==> src/rtl/combination_pkg.sv <==
// -----------------------------------------------------------------------------
// combination_pkg
// Shared definitions for the COO combination engine:
//   - state_e   : FSM state encoding (3-bit)
//   - row_elem  : extracts element c (width w) from a packed product row
// No ports (package).
// -----------------------------------------------------------------------------
package combination_pkg;

  typedef enum logic [2:0] {
    S_IDLE     = 3'd0,
    S_INIT     = 3'd1,
    S_EDGE_SRC = 3'd2,
    S_EDGE_DST = 3'd3,
    S_DONE     = 3'd4
  } state_e;

  // Widest packed row the element helper accepts; callers zero-extend into it.
  localparam int ROW_MAX_W = 256;

  // Element c of a packed row whose elements are w bits wide (w <= 32).
  function automatic logic [31:0] row_elem(input logic [ROW_MAX_W-1:0] row,
                                           input int unsigned c,
                                           input int unsigned w);
    logic [ROW_MAX_W-1:0] v_sh;
    v_sh = row >> (c * w);
    // For w == 32 the shift wraps to 0 and the mask becomes all ones.
    return v_sh[31:0] & ((32'd1 << w) - 32'd1);
  endfunction

endpackage

==> src/rtl/combination_coo_engine_if.sv <==
// -----------------------------------------------------------------------------
// combination_coo_engine_if
// Bundles the engine's control, COO-memory, product-buffer and readback
// signals.  clk/reset are plain ports on the modules.
//   master : the engine (drives addresses, status and readback data)
//   slave  : the environment (drives start, memory data, readback address)
// -----------------------------------------------------------------------------
interface combination_coo_engine_if #(
  parameter int FEATURE_ROWS = 6,
  parameter int WEIGHT_COLS  = 3,
  parameter int NUM_EDGES    = 6,
  parameter int PROD_W       = 16,
  parameter int ACC_W        = 20,
  parameter int NODE_W       = $clog2(FEATURE_ROWS),
  parameter int EDGE_W       = $clog2(NUM_EDGES)
);
  logic                           start;
  logic [EDGE_W-1:0]              coo_address;
  logic [NODE_W-1:0]              coo_src;
  logic [NODE_W-1:0]              coo_dst;
  logic [NODE_W-1:0]              read_row;
  logic [WEIGHT_COLS*PROD_W-1:0]  fm_wm_row_in;
  logic [NODE_W-1:0]              out_row_addr;
  logic [WEIGHT_COLS*ACC_W-1:0]   out_row_data;
  logic                           busy;
  logic                           done;
  logic                           error;

  modport master (
    input  start, coo_src, coo_dst, fm_wm_row_in, out_row_addr,
    output coo_address, read_row, out_row_data, busy, done, error
  );

  modport slave (
    output start, coo_src, coo_dst, fm_wm_row_in, out_row_addr,
    input  coo_address, read_row, out_row_data, busy, done, error
  );
endinterface

==> src/rtl/combination_acc_bank.sv <==
// -----------------------------------------------------------------------------
// combination_acc_bank
// FEATURE_ROWS x WEIGHT_COLS x ACC_W accumulator register file.
// Ports:
//   clk, reset   : clock, async active-high clear to 0
//   i_wr_en      : write strobe
//   i_wr_add     : 1 = accumulate (acc += row), 0 = overwrite (acc = row)
//   i_wr_addr    : row written (out-of-range addresses are ignored)
//   i_wr_row     : packed product row, zero-extended per element
//   i_rd_addr    : combinational read address (out of range reads 0)
//   o_rd_row     : packed accumulator row
// -----------------------------------------------------------------------------
module combination_acc_bank
  import combination_pkg::*;
#(
  parameter int FEATURE_ROWS = 6,
  parameter int WEIGHT_COLS  = 3,
  parameter int PROD_W       = 16,
  parameter int ACC_W        = 20,
  parameter int NODE_W       = $clog2(FEATURE_ROWS)
) (
  input  logic                          clk,
  input  logic                          reset,
  input  logic                          i_wr_en,
  input  logic                          i_wr_add,
  input  logic [NODE_W-1:0]             i_wr_addr,
  input  logic [WEIGHT_COLS*PROD_W-1:0] i_wr_row,
  input  logic [NODE_W-1:0]             i_rd_addr,
  output logic [WEIGHT_COLS*ACC_W-1:0]  o_rd_row
);

  logic [ACC_W-1:0] r_acc  [FEATURE_ROWS][WEIGHT_COLS];
  logic [ACC_W-1:0] w_elem [WEIGHT_COLS];
  logic             w_wr_in_range;
  logic             w_rd_in_range;

  assign w_wr_in_range = (32'(i_wr_addr) < FEATURE_ROWS);
  assign w_rd_in_range = (32'(i_rd_addr) < FEATURE_ROWS);

  // Split the incoming product row into zero-extended elements.
  always_comb begin
    for (int c = 0; c < WEIGHT_COLS; c++) begin
      w_elem[c] = ACC_W'(row_elem(ROW_MAX_W'(i_wr_row), c, PROD_W));
    end
  end

  // Accumulator storage: overwrite or modulo-2^ACC_W accumulate.
  always_ff @(posedge clk or posedge reset) begin
    if (reset) begin
      for (int i = 0; i < FEATURE_ROWS; i++) begin
        for (int c = 0; c < WEIGHT_COLS; c++) begin
          r_acc[i][c] <= '0;
        end
      end
    end else if (i_wr_en && w_wr_in_range) begin
      for (int c = 0; c < WEIGHT_COLS; c++) begin
        r_acc[i_wr_addr][c] <= i_wr_add ? (r_acc[i_wr_addr][c] + w_elem[c]) : w_elem[c];
      end
    end
  end

  // Combinational readback port.
  always_comb begin
    o_rd_row = '0;
    if (w_rd_in_range) begin
      for (int c = 0; c < WEIGHT_COLS; c++) begin
        o_rd_row[c*ACC_W +: ACC_W] = r_acc[i_rd_addr][c];
      end
    end else begin
      o_rd_row = '0;
    end
  end

endmodule

==> src/rtl/combination_coo_engine.sv <==
// -----------------------------------------------------------------------------
// combination_coo_engine
// Aggregates the FM x WM product buffer over a COO edge list into a per-node
// accumulator bank (A_hat * (F * W), self-loops included).
// Ports:
//   clk, reset : clock, async active-high reset
//   bus        : combination_coo_engine_if.master
//                start / coo_address / coo_src / coo_dst / read_row /
//                fm_wm_row_in / out_row_addr / out_row_data / busy / done / error
// Edge fields are fetched one cycle ahead: coo_address points at the next
// edge while the current one is processed, so that read_row can be a
// register and still carry the current edge's source in EDGE_SRC.
// -----------------------------------------------------------------------------
module combination_coo_engine
  import combination_pkg::*;
#(
  parameter int FEATURE_ROWS = 6,
  parameter int WEIGHT_COLS  = 3,
  parameter int NUM_EDGES    = 6,
  parameter int PROD_W       = 16,
  parameter int ACC_W        = 20,
  parameter int NODE_W       = $clog2(FEATURE_ROWS),
  parameter int EDGE_W       = $clog2(NUM_EDGES)
) (
  input logic                      clk,
  input logic                      reset,
  combination_coo_engine_if.master bus
);

  localparam logic [2:0] ST_IDLE     = S_IDLE;
  localparam logic [2:0] ST_INIT     = S_INIT;
  localparam logic [2:0] ST_EDGE_SRC = S_EDGE_SRC;
  localparam logic [2:0] ST_EDGE_DST = S_EDGE_DST;
  localparam logic [2:0] ST_DONE     = S_DONE;

  localparam logic [NODE_W-1:0] LAST_ROW  = NODE_W'(FEATURE_ROWS - 1);
  localparam logic [EDGE_W-1:0] LAST_EDGE = EDGE_W'(NUM_EDGES - 1);

  logic [2:0]        r_state;
  logic [NODE_W-1:0] r_row;
  logic [EDGE_W-1:0] r_edge;
  logic [EDGE_W-1:0] r_coo_address;
  logic [NODE_W-1:0] r_read_row;
  logic [NODE_W-1:0] r_src;
  logic [NODE_W-1:0] r_dst;
  logic              r_error;

  logic              w_edge_ok;
  logic              w_self;
  logic              w_advance;
  logic [EDGE_W-1:0] w_next_fetch;
  logic              w_wr_en;
  logic              w_wr_add;
  logic [NODE_W-1:0] w_wr_addr;

  assign w_edge_ok    = (32'(r_src) < FEATURE_ROWS) && (32'(r_dst) < FEATURE_ROWS);
  assign w_self       = (r_src == r_dst);
  // One-cycle edges (self-loop or invalid) leave straight from EDGE_SRC.
  assign w_advance    = ((r_state == ST_EDGE_SRC) && !(w_edge_ok && !w_self)) ||
                        (r_state == ST_EDGE_DST);
  assign w_next_fetch = (r_coo_address == LAST_EDGE) ? r_coo_address
                                                     : r_coo_address + EDGE_W'(1);

  assign bus.coo_address = r_coo_address;
  assign bus.read_row    = r_read_row;
  assign bus.busy        = (r_state == ST_INIT) || (r_state == ST_EDGE_SRC) ||
                           (r_state == ST_EDGE_DST);
  assign bus.done        = (r_state == ST_DONE);
  assign bus.error       = r_error;

  // Accumulator write-port control per state.
  always_comb begin
    w_wr_en   = 1'b0;
    w_wr_add  = 1'b0;
    w_wr_addr = r_row;
    case (r_state)
      ST_INIT: begin
        w_wr_en   = 1'b1;
        w_wr_add  = 1'b0;
        w_wr_addr = r_row;
      end
      ST_EDGE_SRC: begin
        w_wr_en   = w_edge_ok;
        w_wr_add  = 1'b1;
        w_wr_addr = r_dst;
      end
      ST_EDGE_DST: begin
        w_wr_en   = 1'b1;
        w_wr_add  = 1'b1;
        w_wr_addr = r_src;
      end
      default: begin
        w_wr_en   = 1'b0;
        w_wr_add  = 1'b0;
        w_wr_addr = r_row;
      end
    endcase
  end

  // FSM, row/edge counters, edge prefetch and sticky error.
  always_ff @(posedge clk or posedge reset) begin
    if (reset) begin
      r_state       <= ST_IDLE;
      r_row         <= '0;
      r_edge        <= '0;
      r_coo_address <= '0;
      r_read_row    <= '0;
      r_src         <= '0;
      r_dst         <= '0;
      r_error       <= 1'b0;
    end else begin
      case (r_state)
        ST_IDLE, ST_DONE: begin
          if (bus.start) begin
            r_state       <= ST_INIT;
            r_row         <= '0;
            r_read_row    <= '0;
            r_coo_address <= '0;
            r_error       <= 1'b0;
          end
        end
        ST_INIT: begin
          if (r_row == LAST_ROW) begin
            // coo_address is 0 here: latch edge 0 and prefetch edge 1.
            r_state       <= ST_EDGE_SRC;
            r_edge        <= '0;
            r_src         <= bus.coo_src;
            r_dst         <= bus.coo_dst;
            r_read_row    <= bus.coo_src;
            r_coo_address <= w_next_fetch;
          end else begin
            r_row      <= r_row + NODE_W'(1);
            r_read_row <= r_row + NODE_W'(1);
          end
        end
        ST_EDGE_SRC: begin
          if (!w_edge_ok) begin
            r_error <= 1'b1;
          end
          if (w_edge_ok && !w_self) begin
            r_state    <= ST_EDGE_DST;
            r_read_row <= r_dst;
          end
        end
        ST_EDGE_DST: begin
          r_state <= ST_EDGE_DST;
        end
        default: begin
          r_state <= ST_IDLE;
        end
      endcase
      if (w_advance) begin
        if (r_edge == LAST_EDGE) begin
          r_state <= ST_DONE;
        end else begin
          r_state       <= ST_EDGE_SRC;
          r_edge        <= r_edge + EDGE_W'(1);
          r_src         <= bus.coo_src;
          r_dst         <= bus.coo_dst;
          r_read_row    <= bus.coo_src;
          r_coo_address <= w_next_fetch;
        end
      end
    end
  end

  combination_acc_bank #(
    .FEATURE_ROWS (FEATURE_ROWS),
    .WEIGHT_COLS  (WEIGHT_COLS),
    .PROD_W       (PROD_W),
    .ACC_W        (ACC_W),
    .NODE_W       (NODE_W)
  ) u_bank (
    .clk       (clk),
    .reset     (reset),
    .i_wr_en   (w_wr_en),
    .i_wr_add  (w_wr_add),
    .i_wr_addr (w_wr_addr),
    .i_wr_row  (bus.fm_wm_row_in),
    .i_rd_addr (bus.out_row_addr),
    .o_rd_row  (bus.out_row_data)
  );

endmodule

==> src/flat_wrapper.sv <==
// flat-port wrapper written by rule: the top's interface ports become plain ports
module combination_coo_engine_flat import combination_pkg::*;
#(
  parameter int FEATURE_ROWS = 6,
  parameter int WEIGHT_COLS  = 3,
  parameter int NUM_EDGES    = 6,
  parameter int PROD_W       = 16,
  parameter int ACC_W        = 20,
  parameter int NODE_W       = $clog2(FEATURE_ROWS),
  parameter int EDGE_W       = $clog2(NUM_EDGES)
)
  (clk, reset, bus_start, bus_coo_src, bus_coo_dst, bus_fm_wm_row_in, bus_out_row_addr, bus_coo_address, bus_read_row, bus_out_row_data, bus_busy, bus_done, bus_error);
  combination_coo_engine_if #(.FEATURE_ROWS(FEATURE_ROWS), .WEIGHT_COLS(WEIGHT_COLS), .NUM_EDGES(NUM_EDGES), .PROD_W(PROD_W), .ACC_W(ACC_W), .NODE_W(NODE_W), .EDGE_W(EDGE_W)) bus_i ();
  input logic clk;
  input logic reset;
  input wire logic [$bits(bus_i.start)-1:0] bus_start;
  input wire logic [$bits(bus_i.coo_src)-1:0] bus_coo_src;
  input wire logic [$bits(bus_i.coo_dst)-1:0] bus_coo_dst;
  input wire logic [$bits(bus_i.fm_wm_row_in)-1:0] bus_fm_wm_row_in;
  input wire logic [$bits(bus_i.out_row_addr)-1:0] bus_out_row_addr;
  output wire logic [$bits(bus_i.coo_address)-1:0] bus_coo_address;
  output wire logic [$bits(bus_i.read_row)-1:0] bus_read_row;
  output wire logic [$bits(bus_i.out_row_data)-1:0] bus_out_row_data;
  output wire logic [$bits(bus_i.busy)-1:0] bus_busy;
  output wire logic [$bits(bus_i.done)-1:0] bus_done;
  output wire logic [$bits(bus_i.error)-1:0] bus_error;
  assign bus_i.start = bus_start;
  assign bus_i.coo_src = bus_coo_src;
  assign bus_i.coo_dst = bus_coo_dst;
  assign bus_i.fm_wm_row_in = bus_fm_wm_row_in;
  assign bus_i.out_row_addr = bus_out_row_addr;
  assign bus_coo_address = bus_i.coo_address;
  assign bus_read_row = bus_i.read_row;
  assign bus_out_row_data = bus_i.out_row_data;
  assign bus_busy = bus_i.busy;
  assign bus_done = bus_i.done;
  assign bus_error = bus_i.error;
  combination_coo_engine #(.FEATURE_ROWS(FEATURE_ROWS), .WEIGHT_COLS(WEIGHT_COLS), .NUM_EDGES(NUM_EDGES), .PROD_W(PROD_W), .ACC_W(ACC_W), .NODE_W(NODE_W), .EDGE_W(EDGE_W)) u_core (.clk(clk), .reset(reset), .bus(bus_i));
endmodule
==> config.mk <==
export PLATFORM = sky130hd
export DESIGN_NAME = combination_coo_engine_flat
export DESIGN_NICKNAME = d
export VERILOG_FILES = /design/src/rtl/combination_pkg.sv /design/src/rtl/combination_coo_engine_if.sv /design/src/rtl/combination_acc_bank.sv /design/src/rtl/combination_coo_engine.sv /design/src/flat_wrapper.sv
export SDC_FILE = /design/constraint.sdc
export NUM_CORES = 1
export LEC_CHECK = 0
export ABC_AREA = 1
export CAP_MARGIN = 5
export CORE_MARGIN = 4
export CORE_UTILIZATION = 35
export DETAILED_ROUTE_END_ITERATION = 10
export PLACE_DENSITY = 0.53
export SKIP_LAST_GASP = 1
export SLEW_MARGIN = 20
export SYNTH_ARGS = -nofsm -noshare
export SYNTH_HDL_FRONTEND = slang
export SYNTH_SLANG_ARGS = --single-unit
==> constraint.sdc <==
create_clock -name clk -period 11.15 [get_ports clk]
set_clock_uncertainty 0.05 [all_clocks]
set_input_delay 1.115 -clock clk [delete_from_list [all_inputs] [get_ports clk]]
set_output_delay 1.115 -clock clk [all_outputs]
set_load 0.03 [all_outputs]
==> reports/results.txt <==
CP Class = reg -> reg
Reg clk slew, reported paths = 0.06 ns
TritonCTS sink count = 382
Clock Tree Buf Depth = 3
DRC violations left = 0
Layout Nets = 3,394
Max-Cap Viols = 0
Crit path time final = 6.15 ns
Gr busiest metal = met2
Worst Setup SP = u_core.r_state[2]
Seq/Total Area, Yosys = 40.9%
Via/cell ratio = 5.59
Hold Path Origin = u_core.u_bank.r_acc[59]
DRT antenna net count = 0
Post-DP HPWL = 51.1 mm
Synth top cells by count = nand2_1 (844), o21ai_0 (589), dfrtp_1 (382)
Number of global-route vias before repair = 22,800
DR vias = 23,300
Die X = 266 um
Cts repair resizes = 0
Post-CTS Hold Fix Bufs = 0
Crit start category = register
GR Util met2 = 39.1%
Final setup viols = 0
Arr. time, crit path = 6.52 ns
#FFs+latches synth = 382
Num rows = 94
Synthesis Warnings = 0
Unrepaired setup endpoints after global routing = no
Max Fclk = 163 MHz
Fill cell count = 6,816
Met1 Resource Use GR = 31.6%
CTS tree = done
Num CTS Buffers = 49
Min-delay worst type = reg -> reg
Total nets after synthesis = 3,399
Primary FF master, synth = dfrtp_1
Endpoint class of the critical path = register
Root buffer cell = clkbuf_16
Drt total wl = 85.6 mm
Post-route setup TNS = 0 ns
Final Max Slew Viols = 0
Initial core utilization = 35.4%
Area Overhead vs Synth = 14.6%
Met3 Resource Use GR = 3.60%
Cell count after synthesis = 3,281
R2r startpoint = u_core.r_state[2]
Initial antenna violation count = 2
Core area = 66,000 sq um
Outcome = complete, no violations
Tcrit/Tclk final = 55.1%
Top-count cell post-synth = nand2_1
Avg WL per Cell = 20.5 um
H-tree levels = 2
I/O Pins = 129
Mapped Area = 23,400 sq um
Global-route wire length before repair = 132 mm
Avg Synthesized Cell Area = 7.12 sq um
GR Overflow Total = 0
Largest net degree at the start of global routing = 171
Synth area leaders = dfrtp_1 (41%), nand2_1 (14%), o21ai_0 (13%)
Drt pass-1 iters = 6
Critical Path RT = 11.53 ns
ANT cells = 0
GRT Overall Usage = 23.6%
Async S/R FF share, synth = 100%
Drt initial violations = 2,426
Fraction of layout cells with a size suffix above 1 = 5.20%
Post-CTS Setup Repair Bufs = 0
Die area = 71,000 sq um
RD Place Congestion = 0.940
Area leader, netlist = dfrtp_1
Final Hold Fails = 0
EDFF count, synth = 0
Worst-margin pin slew = 1.10 ns
Port-buffer cells = 128
Worst skew pair latency = 0.60 ns
Worst slew margin = 26.3%
Synth cell types = 44
Top-area cell type share of the netlist area = 40.9%
Crit path max fanout = 39
Die Y = 266 um
flip-flops by register name, indices dropped and copies added (netlist names):
name,count
u_core.r_state,3
u_core.r_dst,3
u_core.bus.read_row,3
u_core.r_edge,3
u_core.bus.coo_address,3
u_core.bus.error,1
u_core.r_src,3
u_core.r_row,3
u_core.u_bank.r_acc,360
area by class of cell:
cell class,count,area (sq um),share of cell area (%)
Multi-Input combinational cell,2442,12100,45.1
Clock inverter,7,63.8,0.238
Timing Repair Buffer,167,1610,5.99
Clock buffer,77,1500,5.61
Tap cell,864,1080,4.03
Inverter,234,887,3.31
Sequential cell,382,9560,35.7
per-layer routing:
layer / wire length, um / vias up
met2: 39500 / 947
met4: 2930 / 6
met5: 111 / -
met1: 37100 / 11200
li1: - / 11000
met3: 6020 / 185
final timing paths:
check                      depth (start not counted)  slack (ns)                       end
hold reg to reg                                    2        0.43   u_core.u_bank.r_acc[59]
setup reg to reg                                  19        5.00   u_core.u_bank.r_acc[96]
min in group asynchronous                          3        1.15  u_core.u_bank.r_acc[330]
hold / removal                                     2        0.43   u_core.u_bank.r_acc[59]
max in group asynchronous                          4        8.42   u_core.u_bank.r_acc[18]
setup / recovery                                  19        5.00   u_core.u_bank.r_acc[96]
cell usage in the layout (no fill, tap or decap), types with 8 or more instances in the layout:
cell               n
a21oi_1          191
a31oi_1           33
buf_4             37
clkbuf_1          13
clkbuf_16         51
clkbuf_8          13
clkdlybuf4s50_1  126
dfrtp_1          382
ha_1              55
inv_1            219
inv_2             11
nand2_1          839
nand2_2            8
nand3_1          118
nand3_2            8
nand4_1           21
nor2_1           252
nor3b_1           48
o211ai_1          39
o21ai_0          589
o21ai_1           60
o22ai_1           74
o41ai_1           20
or2_2             19
xnor2_1            9
xor2_1            13
critical path: stages (launching register included):
cell and delay (ns):
dfrtp_1 0.44, inv_2 0.09, nand2_2 0.05, buf_4 0.56, nand2_1 0.14, nand2_2 0.59, nor2_1 0.22, nand2_2 0.55
buf_4 0.59, o22ai_1 0.15, nor3b_1 0.27, ha_1 0.35, a21oi_1 0.15, o21ai_0 0.22, nand2_1 0.14, nand2_1 0.11
a21boi_0 0.38, inv_1 0.15, o21ai_0 0.58, o21ai_0 0.17
through the flow:
| step | setup slack (ns) | instances | util, % | hold WS (ns) | instance area (sq um) |
|---|---|---|---|---|---|
| CTS | 5.03 | 4172 | 40.6 | 0.432 | 26800 |
| finish | 5.00 | 4173 | 40.6 | 0.428 | 26800 |
| detailed placement | 5.07 | 4088 | 38.2 | 0.416 | 25200 |
| global placement | 5.26 | 4088 | 38.2 | 0.418 | 25200 |
| floorplan | 4.85 | 3281 | - | 0.399 | 23400 |
| global route | 4.65 | 4173 | 40.6 | 0.448 | 26800 |
cell families (layout without fill, tap and decap cells):
logic type	after synthesis	count (layout)	synth area share (%)
XOR/XNOR	22	22	0.824
buffers and inverters	457	485	7.71
flip-flops	382	382	40.9
AND/OR/NAND/NOR	1326	1326	23.5
AO/OA/AOI/OAI	1036	1036	23.9
adder cells (fa/ha/maj)	58	58	3.20
Power is left out: the tool's default activity adds up to more than one toggle a clock period on the data nets, which glitch-free logic cannot reach.
